===== src/rtl/req_client4.sv =====
// req_client4: requester-side companion to a 4-way fixed-priority grant
// selector. Per-channel pending counters turn push events into a request
// vector, sampled grants retire one request each, per-channel wait counters
// report starvation, and malformed grant vectors raise a sticky error.
module req_client4 #(
    parameter int CNT_W        = 3,
    parameter int WAIT_W       = 8,
    parameter int STARVE_LIMIT = 16,
    parameter int TOT_W        = 16
) (
    input  logic             clock,
    input  logic             reset,
    input  logic [3:0]       push,
    input  logic [3:0]       gnt,
    output logic [3:0]       req,
    output logic             en,
    output logic [3:0]       full,
    output logic [3:0]       starve,
    output logic [3:0]       ovf,
    output logic             err,
    output logic [TOT_W-1:0] tot_gnt
);

    localparam logic [CNT_W-1:0]  PMAX      = {CNT_W{1'b1}};
    localparam logic [CNT_W-1:0]  PZERO     = {CNT_W{1'b0}};
    localparam logic [CNT_W-1:0]  PONE      = CNT_W'(1);
    localparam logic [WAIT_W-1:0] WMAX      = {WAIT_W{1'b1}};
    localparam logic [WAIT_W-1:0] WZERO     = {WAIT_W{1'b0}};
    localparam logic [WAIT_W-1:0] WONE      = WAIT_W'(1);
    localparam logic [WAIT_W-1:0] STARVE_TH = WAIT_W'(STARVE_LIMIT);
    localparam logic [TOT_W-1:0]  TONE      = TOT_W'(1);

    // True when exactly one bit of the 4-bit vector is set.
    function automatic logic is_onehot4(input logic [3:0] v);
        return (v != 4'b0000) && ((v & (v - 4'b0001)) == 4'b0000);
    endfunction

    logic [CNT_W-1:0]  pend_r     [4];
    logic [CNT_W-1:0]  pend_nxt_s [4];
    logic [WAIT_W-1:0] wait_r     [4];
    logic [WAIT_W-1:0] wait_nxt_s [4];
    logic [3:0]        ovf_r;
    logic [3:0]        ovf_nxt_s;
    logic              err_r;
    logic [TOT_W-1:0]  tot_r;
    logic              gnt_bad_s;
    logic [3:0]        grant_s;

    // Decode request/full/starve status purely from registered counters.
    always_comb begin
        req    = 4'b0000;
        full   = 4'b0000;
        starve = 4'b0000;
        for (int i = 0; i < 4; i++) begin
            req[i]    = (pend_r[i] != PZERO);
            full[i]   = (pend_r[i] == PMAX);
            starve[i] = (wait_r[i] >= STARVE_TH);
        end
    end

    assign en      = |req;
    assign ovf     = ovf_r;
    assign err     = err_r;
    assign tot_gnt = tot_r;

    // Classify the sampled grant: idle, one valid grant, or protocol error.
    always_comb begin
        gnt_bad_s = 1'b0;
        grant_s   = 4'b0000;
        if (gnt == 4'b0000) begin
            gnt_bad_s = 1'b0;
        end else if (!is_onehot4(gnt) || ((gnt & ~req) != 4'b0000)) begin
            gnt_bad_s = 1'b1;
        end else begin
            grant_s = gnt;
        end
    end

    // Per-channel next pending count, overflow flag and wait counter.
    always_comb begin
        pend_nxt_s = pend_r;
        wait_nxt_s = wait_r;
        ovf_nxt_s  = ovf_r;
        for (int i = 0; i < 4; i++) begin
            case ({push[i], grant_s[i]})
                2'b11: pend_nxt_s[i] = pend_r[i];
                2'b10: begin
                    if (full[i]) begin
                        ovf_nxt_s[i] = 1'b1;
                    end else begin
                        pend_nxt_s[i] = pend_r[i] + PONE;
                    end
                end
                2'b01: pend_nxt_s[i] = pend_r[i] - PONE;
                default: pend_nxt_s[i] = pend_r[i];
            endcase

            if (grant_s[i] || (pend_nxt_s[i] == PZERO)) begin
                wait_nxt_s[i] = WZERO;
            end else if (req[i]) begin
                wait_nxt_s[i] = (wait_r[i] == WMAX) ? WMAX : (wait_r[i] + WONE);
            end else begin
                wait_nxt_s[i] = WZERO;
            end
        end
    end

    // State registers; reset wipes pending work and sticky flags.
    always_ff @(posedge clock) begin
        if (reset) begin
            for (int i = 0; i < 4; i++) begin
                pend_r[i] <= PZERO;
                wait_r[i] <= WZERO;
            end
            ovf_r <= 4'b0000;
            err_r <= 1'b0;
            tot_r <= {TOT_W{1'b0}};
        end else begin
            for (int i = 0; i < 4; i++) begin
                pend_r[i] <= pend_nxt_s[i];
                wait_r[i] <= wait_nxt_s[i];
            end
            ovf_r <= ovf_nxt_s;
            err_r <= err_r | gnt_bad_s;
            if (grant_s != 4'b0000) begin
                tot_r <= tot_r + TONE;
            end else begin
                tot_r <= tot_r;
            end
        end
    end

endmodule


===== config.mk =====
export PLATFORM = sky130hd
export DESIGN_NAME = req_client4
export DESIGN_NICKNAME = d
export VERILOG_FILES = /design/src/rtl/req_client4.sv
export SDC_FILE = /design/constraint.sdc
export NUM_CORES = 1
export LEC_CHECK = 0
export CORE_MARGIN = 2
export CORE_UTILIZATION = 25
export CTS_CLUSTER_DIAMETER = 30
export CTS_CLUSTER_SIZE = 16
export DETAILED_ROUTE_END_ITERATION = 10
export PLACE_DENSITY = 0.47
export SLEW_MARGIN = 10
export SYNTH_ARGS = -nofsm -noshare
export SYNTH_HDL_FRONTEND = slang
export SYNTH_SLANG_ARGS = --single-unit

===== constraint.sdc =====
create_clock -name clock -period 5.7 [get_ports clock]
set_input_delay 1.14 -clock clock [delete_from_list [all_inputs] [get_ports clock]]
set_output_delay 1.14 -clock clock [all_outputs]
set_load 0.05 [all_outputs]

### Yosys cells after proc, flatten, opt, wreduce, memory -nomap -nowiden

Index checks and enable logic that the tools add are counted.

* flip-flop bits (word level): 65
* output and inout port bits: 34
* logic and storage cells: 101
* bits of input ports: 10

* muxes and demuxes: 16
* magnitude comparators: 4
* eq/ne operators: 16
* $add $sub $neg: 14
* bitwise logic cells: 8
* reductions and logical operators: 29

Operators with widths (count)
* $add 8x1->8 const B: 4
* $eq 8x8->1 const B: 4
* $ge 8x5->1 const B: 4
* $mux 8: 4
* $pmux 3 s2: 4
* $add 16x1->16 const B: 1
* $add 3x1->3 const B: 4
* $eq 3x3->1 const B: 4
* $logic_not 3->1: 4
* $mux 3: 4
* $reduce_bool 3->1: 4
* $reduce_bool 4->1: 3
* $reduce_or 3->1: 4
* $sub 3x1->3 const B: 4
* $and 4x4->4: 2
* $eq 2x1->1 const B: 4
* $eq 2x2->1 const B: 4
* $logic_not 4->1: 2
* $mux 4: 2
* $reduce_and 2->1: 4
* $logic_or 1x1->1: 5
* $not 1->1: 4
* $not 4->4: 1
* $reduce_or 4->1: 1
* 5 further kinds: 6

### Logic depth before layout (Yosys ltp)

Gate-level depths: netlist (run 1).

* word-level depth: 13
* gate-level depth with buffers: 14

### Worst setup path after synthesis (run 1)

No wires, ideal clock.

* path kind: input-to-reg
* start: input port gnt[2]
* end: register wait_r[1] (netlist name)
* path buffers: 0
* cell stages on the path: 11
* library setup time: 148 ps
* data required time: 5552 ps
* data arrival time: 3342 ps
* slack: 2210 ps
* cell sequence: and3b_1 -> or2_4 -> nor3_2 -> nand2_1 -> inv_2 -> ha_1 -> a31o_2 -> nand2_1 -> o21ai_0 -> nor3_1 -> nor4_1

* word-level cells in the longest chain between the ends: 13

Ends and longest elaborated chain
* from (decl): RTL line 14 `input logic [3:0] gnt,`
* $sub 4x1->4: RTL line 35 `return (v != 4'b0000) && ((v & (v - 4'b0001)) == 4'b0000);`
* $and 4x4->4: RTL line 35
* $logic_not 4->1: RTL line 35
* $logic_and 1x1->1: RTL line 35
* $logic_not 1->1: RTL line 72 `end else if (!is_onehot4(gnt) || ((gnt & ~req) != 4'b0000)) begin`
* $logic_or 1x1->1: RTL line 72
* $mux 4: RTL line 72
* $mux 4 (*): RTL line 70 `if (gnt == 4'b0000) begin`
* $eq 2x1->1 or $eq 2x2->1 (tied branches): RTL line 85 `case ({push[i], grant_s[i]})`
* $pmux 3 s2: RTL line 85
* $logic_not 3->1: RTL line 98 `if (grant_s[i] || (pend_nxt_s[i] == PZERO)) begin`
* $logic_or 1x1->1 (*): RTL line 98
* $reduce_or 3->1 (no line) (*)
* to (signal, indexed assignment): RTL line 121 `wait_r[i] <= wait_nxt_s[i];`
* to (decl): RTL line 40 `logic [WAIT_W-1:0] wait_r [4];`

Every way passes the cells marked *; elsewhere a longest branch is shown, timed or not.
A chain may end at the register's enable or synchronous reset.

### Worst setup path after layout (run 1)

* start: input port gnt[2]
* end: register wait_r[7] (netlist name)

The elaborated chain is that of the path after synthesis.

==> results.toml, run 1 <==
[drt]
drtIter0Drc = 151
route.vias.total = 3260
antenna_left = 0
wirelength_um = 8695
vias_per_cell = 4.780
route.detailed.drc = 0
wl_per_cell_um = 12.75
drt_pass1_iterations = 4

[sta]
max-slew-margin-rel_pct = 35.37
hold_violations = 0
drv_slew = 0
clock-skew-final_ns = 0.005226
period_needed_ns = 4.160
rsz0062_at_grt = "false"
setup_slack_ns = 1.540
max_freq_ghz = 0.2404
worst_slew_pin_slew_ns = 0.9612
setup_violations = 0
setup_tns_ns = 0
fin_hold_ws_ns = 0.4786
post-route-period-util_pct = 72.99

[pwr]
ir_drop_mv = 0.1106
seq_power_share_pct = 40.9
p_int_w = 0.0008607
p_leak_nw = 1.698
power_density_nw_per_um2 = 248.2
switching_share_pct = 24.43
pwr-share-clk_pct = 48.7
comb_power_share_pct = 10.4
switching_power_w = 0.0002782

[clock_tree]
cts_htree_levels = 3
cts_resized = 0
cts_setup_buffers = 0
cts_buffers = 9
clock-sinks = 65
clockRootBuffer = "clkbuf_16"
clk_pin_slew_ns = 0.05
cts.path.max_buffers = 2
clk_latency_ns = 0.33
hold_buffers = 0
cts_tree = "yes"

[cells_and_area]
layout_commonest_cell = "dfxtp_1"
fill_cells = 1481
num-nets-final = 537
drive_above_1_share_pct = 6.627
syn_to_final_growth_pct = 25.80
layout_common_cells = "dfxtp_1, clkdlybuf4s50_1, nor2_1"
fin_cells = 682
insertedDiodeCount = 0

[logic_synthesis]
dominantRegCellSynth = "dfxtp_1"
synth_top_area_share_pct = 35.68
ys_top_cells_by_area = "dfxtp_1, ha_1, a21oi_1"
synthCells = 445
seq_area_frac_synth_pct = 35.68
async_flop_share_pct = 0
synth-edff-count = 0
synth_top_cell_by_area = "dfxtp_1"
synth.avg_cell_area_um2 = 8.196
netlist_area_um2 = 3647
syn_nets = 488
synth_warnings = 0
synth_cell_types = 52
ys_seq_elements = 65

[grt]
grt_antenna_before_repair = 0
grt_pass1_vias = 3129
grt_pass1_wl_um = 14840
gr-total-overflow = 0
track_usage_pct = 11.52
grt_max_degree = 28

[placed_design]
place.gp.congestion = 0.7681
place_inst = 667
place_ws_ns = 1.181
port_buffers = 43
place_hpwl_um = 6391

[worst_setup_path]
regToRegSetupSlack_ns = 2.22
critPathLaunch = "gnt[2]"
crit_required_ns = 5.88
r2r_cells = 13
cp-endpoint = "wait_r[7]"
critPathLaunchType = "input port"
crit_fanout = 10
r2r_end = "wait_r[7]"
worstReg2RegStart = "pend_r[3]"
cp_data_arrival_time_ns = 4.34
end_kind = "flip-flop"
crit_type = "input port to flip-flop"

[die]
dieArea_um2 = 15570
die_y_um = 124.8
start_util_pct = 25.38
rows = 44
coreArea_um2 = 14370
io_pins = 44
die_w_um = 124.8

[min_path]
min_path_type = "flip-flop to flip-flop"

[run]
drv_cap = 0

[outcome]
status = "finished, final reports clean"
flip-flops by register name (all words and copies together), names as in the netlist:
signal,count
pend_r,12
wait_r,32
tot_gnt,16
err,1
ovf,4
worst min-delay path by stage:
stage          startpoint         end  cells after the start
2_1_floorplan  wait_r[16]  wait_r[16]                      1
3_3_place_gp       ovf[3]      ovf[3]                      2
3_5_place_dp          err         err                      2
4_1_cts               err         err                      2
5_1_grt               err         err                      2
6_report           ovf[3]      ovf[3]                      2
logic make-up after synthesis:
logic type | Yosys count | share of synthesized area, %
flip-flops | 65 | 35.68
AND/OR/NAND/NOR | 189 | 28.10
AO/OA/AOI/OAI | 94 | 15.44
adder cells (fa/ha/maj) | 33 | 11.32
multiplexers | 4 | 1.201
XOR/XNOR | 15 | 3.602
buffers and inverters | 45 | 4.665
metal layers:
layer,vias to the layer above,GRT usage (%),wire length (µm)
met2,64,19.29,3989
li1,1673,-,-
met4,0,3.767,127
met3,12,3.479,386
met1,1511,14.12,4191
met5,-,0,0
cells in the mapped netlist (all sizes together) (4+ instances only):
cell / count
dfxtp: 65
nor2: 43
inv: 39
a21oi: 34
ha: 33
o21ai: 29
nand3: 28
nand2: 26
nor2b: 21
nand4: 10
nor3: 10
xor2: 9
a31oi: 8
and3: 8
o31ai: 8
or4: 8
nor4: 7
or3: 6
xnor2: 6
a31o: 4
final cells by class:
| cell class | count | area (µm²) | share of cell area [%] |
|---|---|---|---|
| clock inverters | 3 | 40.04 | 0.8726 |
| flip-flops and latches | 65 | 1301 | 28.36 |
| clock buffers | 12 | 256.5 | 5.590 |
| multi-input cells | 335 | 2176 | 47.42 |
| inverters | 39 | 146.4 | 3.191 |
| repair buffers | 44 | 437.9 | 9.545 |
| well taps | 184 | 230.2 | 5.018 |
power groups by stage:
stage | sequential, W | clock, W | combinational [W]
final | 0.000466 | 0.000555 | 0.000118
after global routing | 0.000466 | 0.000593 | 0.000130
after CTS | 0.000465 | 0.000574 | 0.000119
after detailed placement | 0.000475 | 0 | 0.000118
after global placement | 0.000475 | 0 | 0.000118
after floorplan | 0.000478 | 0 | 0.0000768
worst max-delay path: stages:
cell,delay [ns]
clkdlybuf4s50_1,0.52
and3b_1,0.25
or2_4,0.26
nor3_2,0.32
nand2_1,0.15
inv_2,0.17
ha_1,0.31
a31o_2,0.24
nand2_1,0.06
o21ai_0,0.09
nor3_1,0.71
nor4_1,0.12
through the flow:
stage / utilization (%) / area, µm² / power [W]
after global routing: 31.93 / 4588 / 0.001190
after global placement: 29.87 / 4292 / 0.0005929
after CTS: 31.93 / 4588 / 0.001158
after floorplan: - / 3647 / 0.0005550
after detailed placement: 29.87 / 4292 / 0.0005936
final: 31.93 / 4588 / 0.001139
Power figures use the tool's default switching activity.
==> inputs of run 2 (changes only) <==
--- a/config.mk
+++ b/config.mk
@@ -10,7 +10,7 @@
 export CTS_CLUSTER_DIAMETER = 30
 export CTS_CLUSTER_SIZE = 16
 export DETAILED_ROUTE_END_ITERATION = 10
-export PLACE_DENSITY = 0.47
+export PLACE_DENSITY = 0.49
 export SLEW_MARGIN = 10
 export SYNTH_ARGS = -nofsm -noshare
 export SYNTH_HDL_FRONTEND = slang
==> constraint.sdc (replaced) <==
create_clock -name clock -period 3.8 [get_ports clock]
set_input_delay 0.76 -clock clock [delete_from_list [all_inputs] [get_ports clock]]
set_output_delay 0.76 -clock clock [all_outputs]
set_load 0.05 [all_outputs]
==> run 2 against run 1 <==
Effect of this change:
- via count increased by 0.25%
- sequential cell count did not move
- cell count up 1.3%
- core utilization up 0.65 points
- worst hold slack better by 0.00063 ns
- non-clock buffer count increased by 8
- clock skew up 0.00067 ns
- critical endpoint is now wait_r[14]
- largest cell class unchanged
==> results.toml, run 2 (synthesized netlist as in run 1, its figures left out) <==
[pwr]
ir_drop_mv = 0.1851
power_density_nw_per_um2 = 383.5
p_leak_nw = 1.749

[clock_tree]
cts_tree = "yes"
hold_buffers = 0
cts_buffers = 9
cts_resized = 0
clockRootBuffer = "clkbuf_16"
cts.path.max_buffers = 2
clk_latency_ns = 0.33
cts_setup_buffers = 0
cts_htree_levels = 3
clk_pin_slew_ns = 0.06
clock-sinks = 65

[worst_setup_path]
crit_chain = "clkdlybuf4s50_1 -> nor2_1 -> o211a_1 -> nor2_1 -> nand3_1 -> inv_1 -> ha_1 -> mux2_2 -> o21ai_0 -> nand3_1 -> o21ai_1 -> buf_4 -> nor3_1"
cp_data_arrival_time_ns = 3.46
crit_type = "input port to flip-flop"
end_kind = "flip-flop"
cp_slowest_cell = "clkdlybuf4s50_1"
r2r_cells = 15
crit_fanout = 8
cp_num_cells = 13
crit_required_ns = 4.01
critPathTopFamily = "buffers and inverters"
critPathLaunchType = "input port"
max_stage_delay_ns = 0.49
critPathBufInv = 3

[cells_and_area]
largest_register = "wait_r"
insertedDiodeCount = 0
num-nets-final = 545
fin_cells = 691
layout_commonest_cell = "dfxtp_1"
syn_to_final_growth_pct = 28.37
layout_common_cells = "dfxtp_1, clkdlybuf4s50_1, nor2_1"
largest_register_ffs = 32
drive_above_1_share_pct = 8.481

[sta]
drv_slew = 0
period_needed_ns = 3.248
setup_tns_ns = 0
worst_slew_pin_slew_ns = 0.5352
hold_violations = 0
rsz0062_at_grt = "false"
max_freq_ghz = 0.3079
setup_violations = 0
fin_hold_ws_ns = 0.4793
clock-skew-final_ns = 0.005898
post-route-period-util_pct = 85.46
max-slew-margin-rel_pct = 64.21

[grt]
grt_pass1_wl_um = 14390
grt_max_degree = 21
grt_pass1_vias = 3033
track_usage_pct = 11.14
gr-total-overflow = 0
grt_antenna_before_repair = 0

[die]
coreArea_um2 = 14370
rows = 44
die_y_um = 124.8
start_util_pct = 25.38
io_pins = 44
dieArea_um2 = 15570
die_w_um = 124.8

[run]
drv_cap = 0

[drt]
antenna_left = 0
route.detailed.drc = 0
vias_per_cell = 4.729
drtIter0Drc = 70
wirelength_um = 8635
route.vias.total = 3268
wl_per_cell_um = 12.50
drt_pass1_iterations = 4

[placed_design]
place_inst = 675
place_hpwl_um = 6475
place.gp.congestion = 0.8072
port_buffers = 43

[min_path]
min_path_type = "flip-flop to flip-flop"
min_path_cells = 2

[outcome]
status = "finished, final reports clean"
==> run 2: cell type report <==
type,instances,area [µm²]
Tap cell,184,230.2
Clock buffer,11,252.7
Inverter,39,146.4
Fill cell,1471,9687
Sequential cell,65,1301
Timing Repair Buffer,52,498.0
Multi-Input combinational cell,335,2176
Clock inverter,5,77.57
==> run 2: path summary, 6_finish.rpt <==
path	startpoint	end	slack (ns)
worst max-delay path	gnt[0]	wait_r[14]	0.55
worst min-delay path	ovf[0]	ovf[0]	0.48
worst max register to register	pend_r[6]	wait_r[23]	0.87
worst min register to register	ovf[0]	ovf[0]	0.48
==> run 2: power by group <==
part / internal, W / leakage, nW / switching, W
clock network: 0.000607 / 0.162 / 0.000304
logic: 0.0000694 / 1.06 / 0.000116
registers: 0.000690 / 0.525 / 0.00000840
==> run 2: through the flow <==
| step | total power, W | util, % | instance area (µm²) | worst slack (ns) |
|---|---|---|---|---|
| 2_1_floorplan | 0.0008324 | - | 3647 | 0.6898 |
| 3_3_place_gp | 0.0008962 | 30.29 | 4352 | 0.2964 |
| 3_5_place_dp | 0.0008982 | 30.29 | 4352 | 0.2010 |
| 4_1_cts | 0.001821 | 32.58 | 4682 | 0.5476 |
| 5_1_grt | 0.001873 | 32.58 | 4682 | 0.3179 |
| 6_report | 0.001796 | 32.58 | 4682 | 0.5524 |
==> run 2: metal layers <==
metal / wire [µm] / up-vias / GRT usage (%)
li1: - / 1690 / -
met1: 4225 / 1509 / 13.91
met2: 3915 / 59 / 17.84
met3: 356 / 10 / 3.050
met4: 138 / 0 / 5.089
met5: 0 / - / 0
==> run 2: worst reg2reg max path, delay by kind of cell, from the launching register on <==
kind | cells | cell delay [ns]
buffers and inverters | 4 | 0.45
and+or+nand+nor | 4 | 0.52
AOI/OAI and AO/OA | 5 | 1.04
DFF | 1 | 0.34
adders and majority gates | 2 | 0.47
==> inputs of run 3 (changes only) <==
--- a/config.mk
+++ b/config.mk
@@ -5,12 +5,13 @@
 export SDC_FILE = /design/constraint.sdc
 export NUM_CORES = 1
 export LEC_CHECK = 0
+export CAP_MARGIN = 5
 export CORE_MARGIN = 2
-export CORE_UTILIZATION = 25
+export CORE_UTILIZATION = 31
 export CTS_CLUSTER_DIAMETER = 30
 export CTS_CLUSTER_SIZE = 16
 export DETAILED_ROUTE_END_ITERATION = 10
-export PLACE_DENSITY = 0.49
+export PLACE_DENSITY = 0.56
 export SLEW_MARGIN = 10
 export SYNTH_ARGS = -nofsm -noshare
 export SYNTH_HDL_FRONTEND = slang
==> run 3 against run 2 <==
Effect of this change:
- maximum frequency fell by 0.72%
- first-iteration DRC count rose by 99%
- largest cell class unchanged
- global-route usage rose by 2.9 points
- core utilization rose by 8.1 points
==> results.toml, run 3 (synthesized netlist as in run 1, its figures left out) <==
[cells_and_area]
insertedDiodeCount = 0
syn_to_final_growth_pct = 27.79
largest_register_ffs = 32
largest_register = "wait_r"
layout_commonest_cell = "dfxtp_1"
fin_cells = 649
num-nets-final = 544
layout_common_cells = "dfxtp_1, clkdlybuf4s50_1, nor2_1"
drive_above_1_share_pct = 8.300
finish.instance_area_um2 = 4661

[grt]
grt_antenna_before_repair = 0
grt_pass1_vias = 3146
grt_max_degree = 25
track_usage_pct = 13.99
gr-total-overflow = 0
grt_pass1_wl_um = 14420

[min_path]
min_path_type = "flip-flop to flip-flop"
hp-start = "ovf[1]"

[worst_setup_path]
r2r_end = "wait_r[19]"
regToRegSetupSlack_ns = 0.85
critPathLaunchType = "input port"
critPathLaunch = "gnt[2]"
cp_data_arrival_time_ns = 3.48
cp-endpoint = "wait_r[19]"
r2r_cells = 15
end_kind = "flip-flop"
crit_fanout = 8
crit_required_ns = 4.01
crit_type = "input port to flip-flop"
worstReg2RegStart = "pend_r[6]"

[sta]
worst_slew_pin_slew_ns = 0.6399
clock-skew-final_ns = 0.005755
hold_violations = 0
max-slew-margin-rel_pct = 57.21
setup_tns_ns = 0
rsz0062_at_grt = "false"
max_freq_ghz = 0.3057
setup_violations = 0
period_needed_ns = 3.271
drv_slew = 0
post-route-period-util_pct = 86.08

[placed_design]
place_inst = 633
port_buffers = 43
place_area_um2 = 4293
place_hpwl_um = 6052
place.gp.congestion = 0.8104

[die]
dieArea_um2 = 12650
coreArea_um2 = 11470
start_util_pct = 31.81
io_pins = 44
die_w_um = 112.5
rows = 39
die_y_um = 112.5

[clock_tree]
hold_buffers = 0
cts_resized = 0
cts.path.max_buffers = 2
cts_buffers = 9
clock-sinks = 65
cts_htree_levels = 3
cts_tree = "yes"
clk_pin_slew_ns = 0.05
cts_setup_buffers = 0
clk_latency_ns = 0.33
clockRootBuffer = "clkbuf_16"

[pwr]
ir_drop_mv = 0.2284
finalPower_w = 0.001897
p_leak_nw = 1.762
power_density_nw_per_um2 = 407.0

[drt]
vias_per_cell = 5.042
route.vias.total = 3272
route.detailed.drc = 0
drtIter0Drc = 139
drt_pass1_iterations = 4
antenna_left = 0
wl_per_cell_um = 12.63
wirelength_um = 8197

[outcome]
status = "finished, final reports clean"

[run]
drv_cap = 0
==> run 3: cell types whose count changed in the layout (fill, tap and decap cells not counted), sizes merged <==
cell / previous run / this run
buf: 9 / 8
bufinv: 2 / 4
clkbuf: 11 / 9
clkinv: 2 / 3
clkinvlp: 1 / 0
==> run 3: critical path, stage by stage <==
cell and delay [ns]:
clkdlybuf4s50_1 0.55, and3b_1 0.27, or2_4 0.26, nor3_2 0.24, nand2_1 0.11, inv_1 0.09
ha_1 0.28, a31o_2 0.25, nand2_1 0.05, o21ai_0 0.10, o31ai_1 0.26, buf_4 0.21
a21oi_1 0.05
==> run 3: how the worst min path moves through the flow <==
stage,to,slack [ns],depth (start not counted)
floorplan,wait_r[16],0.45,1
global placement,ovf[1],0.45,2
detailed placement,ovf[1],0.46,2
CTS,ovf[1],0.47,2
global route,ovf[1],0.50,2
finish,ovf[1],0.46,2
==> run 3: power by group <==
group | switching [W] | internal (W) | leakage [nW]
registers | 0.00000832 | 0.000690 | 0.525
clock network | 0.000308 | 0.000708 | 0.180
logic | 0.000114 | 0.0000690 | 1.06
==> run 3: cell type report <==
cell class | instances | area [µm²]
clock inverter | 7 | 142.6
tap | 143 | 178.9
timing repair buffer | 51 | 490.5
fill | 1134 | 6807
clock buffer | 9 | 225.2
multi-input combinational | 335 | 2176
sequential | 65 | 1301
inverter | 39 | 146.4
==> run 3: metrics by stage <==
step	utilization [%]	worst slack, ns	hold slack, ns
final	40.64	0.5290	0.4635
after global routing	40.64	0.2489	0.4982
after CTS	40.64	0.5450	0.4736
after detailed placement	37.44	0.2024	0.4611
after global placement	37.44	0.2294	0.4499
after floorplan	-	0.6898	0.4507
==> run 3: metal layers <==
layer	GRT usage [%]	part of all wire (%)	vias up
li1	-	-	1688
met1	17.33	48	1510
met2	22.61	46	66
met3	4.968	5.2	8
met4	4.878	1.2	0
met5	0	0	-
